[src/rtl/sync_fifo_ctrl.sv]
// Single-clock FIFO controller with fill-level counter, almost-full/empty
// thresholds, synchronous flush, error pulses and registered or FWFT read port.
module sync_fifo_ctrl #(
    parameter int DATA_WIDTH = 8,
    parameter int FIFO_DEPTH = 8,
    parameter int AF_THR     = FIFO_DEPTH - 1,
    parameter int AE_THR     = 1,
    parameter int FWFT       = 0,
    localparam int CW        = $clog2(FIFO_DEPTH + 1)
) (
    input  logic                  clk,
    input  logic                  reset,
    input  logic                  flush_i,
    input  logic                  w_incr_i,
    input  logic [DATA_WIDTH-1:0] w_data,
    output logic                  w_full_o,
    output logic                  w_almost_full_o,
    output logic                  w_overflow_o,
    input  logic                  r_incr_i,
    output logic [DATA_WIDTH-1:0] r_data,
    output logic                  r_valid_o,
    output logic                  r_empty_o,
    output logic                  r_almost_empty_o,
    output logic                  r_underflow_o,
    output logic [CW-1:0]         count_o
);

    localparam int PW = $clog2(FIFO_DEPTH);
    localparam logic [PW-1:0] PTR_LAST = PW'(FIFO_DEPTH - 1);
    localparam logic [CW-1:0] CNT_FULL = CW'(FIFO_DEPTH);
    localparam logic [CW-1:0] CNT_AF   = CW'(AF_THR);
    localparam logic [CW-1:0] CNT_AE   = CW'(AE_THR);

    logic [FIFO_DEPTH-1:0][DATA_WIDTH-1:0] mem_q, mem_d;
    logic [PW-1:0] wptr_q, wptr_d, rptr_q, rptr_d;
    logic [CW-1:0] count_q, count_d;
    logic          ovf_q, ovf_d, udf_q, udf_d;
    logic          full, empty, w_acc, r_acc;

    // Explicit wrap so non-power-of-two depths work.
    function automatic logic [PW-1:0] ptr_next(input logic [PW-1:0] p);
        return (p == PTR_LAST) ? '0 : p + PW'(1);
    endfunction

    always_comb begin
        full    = (count_q == CNT_FULL);
        empty   = (count_q == '0);
        w_acc   = w_incr_i & ~full & ~flush_i;
        r_acc   = r_incr_i & ~empty & ~flush_i;
        mem_d   = mem_q;
        wptr_d  = wptr_q;
        rptr_d  = rptr_q;
        count_d = count_q;
        ovf_d   = w_incr_i & full & ~flush_i;
        udf_d   = r_incr_i & empty & ~flush_i;
        if (w_acc) begin
            mem_d[wptr_q] = w_data;
            wptr_d        = ptr_next(wptr_q);
        end
        if (r_acc) rptr_d = ptr_next(rptr_q);
        case ({w_acc, r_acc})
            2'b10:   count_d = count_q + CW'(1);
            2'b01:   count_d = count_q - CW'(1);
            default: count_d = count_q;
        endcase
        // Flush wins over any request; memory contents are left alone.
        if (flush_i) begin
            wptr_d  = '0;
            rptr_d  = '0;
            count_d = '0;
        end
    end

    always_ff @(posedge clk or posedge reset) begin
        if (reset) begin
            mem_q   <= '0;
            wptr_q  <= '0;
            rptr_q  <= '0;
            count_q <= '0;
            ovf_q   <= 1'b0;
            udf_q   <= 1'b0;
        end else begin
            mem_q   <= mem_d;
            wptr_q  <= wptr_d;
            rptr_q  <= rptr_d;
            count_q <= count_d;
            ovf_q   <= ovf_d;
            udf_q   <= udf_d;
        end
    end

    assign w_full_o         = full;
    assign w_almost_full_o  = (count_q >= CNT_AF);
    assign w_overflow_o     = ovf_q;
    assign r_empty_o        = empty;
    assign r_almost_empty_o = (count_q <= CNT_AE);
    assign r_underflow_o    = udf_q;
    assign count_o          = count_q;

    generate
        if (FWFT != 0) begin : g_fwft
            assign r_data    = mem_q[rptr_q];
            assign r_valid_o = ~empty;
        end else begin : g_reg
            logic [DATA_WIDTH-1:0] rdata_q, rdata_d;
            logic                  rvalid_q, rvalid_d;

            always_comb begin
                rvalid_d = r_acc;
                rdata_d  = r_acc ? mem_q[rptr_q] : rdata_q;
            end

            always_ff @(posedge clk or posedge reset) begin
                if (reset) begin
                    rdata_q  <= '0;
                    rvalid_q <= 1'b0;
                end else begin
                    rdata_q  <= rdata_d;
                    rvalid_q <= rvalid_d;
                end
            end

            assign r_data    = rdata_q;
            assign r_valid_o = rvalid_q;
        end
    endgenerate

endmodule

[config.mk]
export PLATFORM = sky130hd
export DESIGN_NAME = sync_fifo_ctrl
export DESIGN_NICKNAME = d
export VERILOG_FILES = /design/src/rtl/sync_fifo_ctrl.sv
export SDC_FILE = /design/constraint.sdc
export NUM_CORES = 1
export LEC_CHECK = 0
export ABC_AREA = 1
export ABC_CLOCK_PERIOD_IN_PS = 5700
export BUFFER_PORTS_ARGS = -buffer_cell sky130_fd_sc_hd__buf_2
export CELL_PAD_IN_SITES_DETAIL_PLACEMENT = 0
export CELL_PAD_IN_SITES_GLOBAL_PLACEMENT = 1
export CORE_UTILIZATION = 50
export DETAILED_ROUTE_END_ITERATION = 8
export PLACE_DENSITY_LB_ADDON = 0.08
export SYNTH_ARGS = -nofsm -noshare
export SYNTH_HDL_FRONTEND = slang
export SYNTH_SLANG_ARGS = --single-unit
[constraint.sdc]
create_clock -name clk -period 5.7 [get_ports clk]
set_input_delay 1.14 -clock clk [delete_from_list [all_inputs] [get_ports clk]]
set_output_delay 1.14 -clock clk [all_outputs]
set_load 0.05 [all_outputs]
# --- Yosys cells after proc, flatten, opt, wreduce, memory -nomap -nowiden ---
# Index checks and enable logic that the tools add are counted.
totals:
  register_bits: 85
  in_bits: 13
  output_inout_bits: 19
  elab_cells: 58
classes:
  add_sub_neg: 4
  n_lt_le_gt_ge: 5
  n_eq_ne: 5
  muxes: 13
  bitwise_logic: 11
  n_reduce_logical: 5
ops:
  columns: ["op", "count"]
  rows:
  - ["$bwmux W64", 1]
  - ["$bmux W8 S3", 1]
  - ["$demux W8 S3", 1]
  - ["$mux W3", 6]
  - ["$mux W8", 2]
  - ["$and A1 B1 Y1", 8]
  - ["$lt A3 B4 Y1 const B", 2]
  - ["$pmux W4 S2", 1]
  - ["$add A3 B1 Y3 const B", 2]
  - ["$eq A3 B3 Y1 const B", 2]
  - ["$add A4 B1 Y4 const B", 1]
  - ["$eq A4 B4 Y1 const B", 1]
  - ["$ge A4 B3 Y1 const B", 1]
  - ["$le A4 B1 Y1 const B", 1]
  - ["$logic_not A4 Y1", 1]
  - ["$mux W4", 1]
  - ["$reduce_bool A2 Y1", 2]
  - ["$sub A4 B1 Y4 const B", 1]
  - ["$ge A3 B1 Y1 const B", 1]
  - ["$not A1 Y1", 3]
  - ["$reduce_bool A3 Y1", 1]
  - ["$eq A2 B1 Y1 const B", 1]
  - ["$eq A2 B2 Y1 const B", 1]
  - ["$logic_and A1 B1 Y1", 1]

# --- Depth between registers and ports, before layout ---
logic_depth:
  word_depth: 7
  depth_mapped: 10

# --- Least setup slack after synthesis ---
# OpenSTA, ideal clock, no wires.
synth_path:
  kind: "register to output"
  start: "register count_q[0], in the netlist count_o[0]"
  end: "output r_almost_empty_o"
  arrival_time_ns: 1.643
  t_required_ns: 4.560
  setup_slack_ns: 2.917
  path_stages_with_launch: 5
  path_buffers: 0
  path_cell_list: "dfrtp_1 -> inv_1 -> ha_1 -> nand2_2 -> nand2_1"
synth_via:
  elab_chain_len: 1
synth_lines:
  columns: ["element", "line", "source"]
  rows:
  - ["start, declared", "36", "logic [CW-1:0] count_q, count_d;"]
  - ["start signal, assigned", "86", "count_q <= count_d;"]
  - ["$le A4 B1 Y1", "96", "assign r_almost_empty_o = (count_q <= CNT_AE);"]
  - ["end, declared", "23", "output logic r_almost_empty_o,"]
# No other way between the ends.

# --- Final worst setup path ---
# Same ends and word-level chain as after synthesis.

==> flow_summary.ini <==
[logic_synthesis]
yosys.area.top_type = dfrtp_1
yosys.area_share.xor_xnor_pct = 0.205
synth_top_cell_area_share_pct = 49.8
syn-num-nets = 493
synth_mux_area_share_pct = 0
synth_seq_cells = 85
syn-cell-area_sq_um = 4270
synth_top_family_by_area = simple AND/OR/NAND/NOR gates
synth-async-reset-ratio_pct = 100
ys_seq_area_share_pct = 49.8
synth.avg_cell_area_sq_um = 9.03
synth_common_cells = nand2_1, dfrtp_1, nor2_1
synth_cell_types = 34
synth-edff-count = 0
synth_compound_area_share_pct = 17.0
synthFlopType = dfrtp_1
synth_fa_ha_area_share_pct = 2.05
synth_area_leaders = dfrtp_1, nand2_1, o21ai_0
syn_inst = 473
synth_simple_gate_area_share_pct = 23.5
yosysMostFrequentCell = nand2_1
yosys_warnings = 0

[power_and_ir_drop]
power_density_nw_per_um2 = 350
peakVddDrop_uv = 159
p_leak_uw = 0.00219

[cts]
cts_tree = built
clk_transition_reported_paths_ps = 90
root_buffer = clkbuf_8
clock-sinks = 85
clockBufferDepth = 2
post-cts-setup-buffers = 0
cts_hold_buf = 0
clk_latency_ps = 360
numCtsBuffers = 9
ctsResizeCount = 0
h-tree-depth = 3

[placement]
gp_congestion = 0.791
dp_hpwl_um = 6250
io_buffers = 31
place_area_sq_um = 4400
placed_cells = 591

[floorplan]
start_util_pct = 51.7
fp.dieW_um = 94.4
die_height_um = 94.4
core.rowCount = 33
die-area_sq_um = 8920
fp.coreArea_sq_um = 8260
boundaryPins = 32

[sta]
fmax_mhz = 336
setup_violations = 0
hold_slack_ps = 480
slew_violations = 0
fin_crit_sh_pct = 52.2
worst_pin_slew_ps = 900
rsz0062_at_grt = false
hold_viol_final = 0
slew_headroom_pct = 40.0
finalCriticalPeriod_ps = 2980
final.setup.tns_ps = 0
skew_ps = 11.1

[setup_path]
critPathCaptureType = output pin
r2r_cells = 6
required_ps = 4560
r2r_setup_slack_ps = 3440
worst-setup-path-type = reg2out
crit_slowest_cell = dfrtp_1
cp_cell_sequence = inv_1, ha_1, nand2_2, nand2_1, buf_2
cp-start-kind = flip-flop
crit_arrival_ps = 1840
cp_max_fo = 7
r2r-start = rptr_q[1]
max_stage_delay_ps = 470
r2r-end = r_data[2]
critPathLaunch = count_o[0]

[global_routing]
grt_pass1_vias = 2915
antenna_found_initial = 0
track_usage_pct = 23.7
grt_max_degree = 60
grt_pass1_wl_um = 15700
gr-total-overflow = 0

[detailed_routing]
firstDrtPassIters = 4
drt-total-wl_um = 9590
via_per_inst = 5.25
drc = 0
vias = 3189
drt_iter0_markers = 169
wire_per_inst_um = 15.8
drt.antenna.violating_nets = 0

[min_path]
hold_end = r_data[7]
hp-class = reg2reg
worstHoldStart = r_data[7]
hold_depth = 2

[final_layout]
insertedDiodeCount = 0
finalNonFillerCells = 607
layout-drive-gt1-share_pct = 21.5
utilization_pct = 55.4
nNetsFinal = 517
fin_area_sq_um = 4580
fill_cells = 812
area_growth_syn_to_layout_pct = 7.12

[run_status]
outcome = complete, no violations

[run]
cap_violations = 0
==> cells in the final DEF, fill, tap and decap left out, drive strengths merged <==
cell,instances
a21oi,18
buf,33
clkbuf,10
clkinv,5
clkinvlp,2
dfrtp,85
ha,7
inv,34
nand2,116
nand3,23
nand3b,1
nand4,7
nor2,56
nor3,1
o211ai,8
o21ai,93
o22ai,1
or2,1
xor2,1
==> registers in the layout, indices dropped and copies added (netlist names) <==
| signal | flops |
|---|---|
| count_o | 4 |
| mem_q | 64 |
| r_data | 8 |
| r_underflow_o | 1 |
| r_valid_o | 1 |
| rptr_q | 3 |
| w_overflow_o | 1 |
| wptr_q | 3 |
==> metal layers <==
| layer | wire length (um) | vias up | global-route usage [%] |
|---|---|---|---|
| met3 | 303 | 11 | 3.38 |
| met5 | 0 | - | 0 |
| li1 | - | 1608 | - |
| met4 | 142 | 0 | 9.23 |
| met1 | 4640 | 1521 | 33.1 |
| met2 | 4500 | 49 | 37.4 |
==> critical path: cells and delay by family, from the launching register on <==
| kind | cells | cell delay, ps |
|---|---|---|
| DFF | 1 | 470 |
| buffers and inverters | 2 | 390 |
| adders and majority gates | 1 | 370 |
| and+or+nand+nor | 2 | 250 |
==> cells by family (layout without fill, tap and decap cells) <==
| kind of cell | count (synthesis) | in the layout |
|---|---|---|
| simple gates | 205 | 205 |
| compound gates | 120 | 120 |
| flops | 85 | 85 |
| buf+inv | 55 | 84 |
| fa+ha+maj | 7 | 7 |
| xor+xnor | 1 | 1 |
==> where the power goes <==
part	total (uW)	switching, uW	internal [uW]
clock network	394	232	162
registers	775	59.4	715
logic	432	309	123
==> final cells by class <==
class / count / area [sq um] / area share (%)
clock inverters: 6 / 46.3 / 1.01
well taps: 105 / 131 / 2.87
repair buffers: 33 / 170 / 3.72
multi-input cells: 333 / 1830 / 40.0
inverters: 35 / 145 / 3.17
flip-flops and latches: 85 / 2130 / 46.5
clock buffers: 10 / 128 / 2.79
==> through the flow <==
| step | power (uW) | setup WS [ps] |
|---|---|---|
| 2_1_floorplan | 1120 | 2370 |
| 3_3_place_gp | 1210 | 3170 |
| 3_5_place_dp | 1220 | 3120 |
| 4_1_cts | 1610 | 2720 |
| 5_1_grt | 1700 | 2640 |
| 6_report | 1600 | 2720 |
==> how the worst max path moves through the flow <==
stage / to / slack [ps] / cells after the start
global route: r_empty_o / 2640 / 5
floorplan: count_o[0] / 2370 / 1
CTS: r_almost_empty_o / 2720 / 5
detailed placement: r_almost_empty_o / 3120 / 5
global placement: w_full_o / 3170 / 5
finish: r_almost_empty_o / 2720 / 5
(Power assumes the default switching activity.)
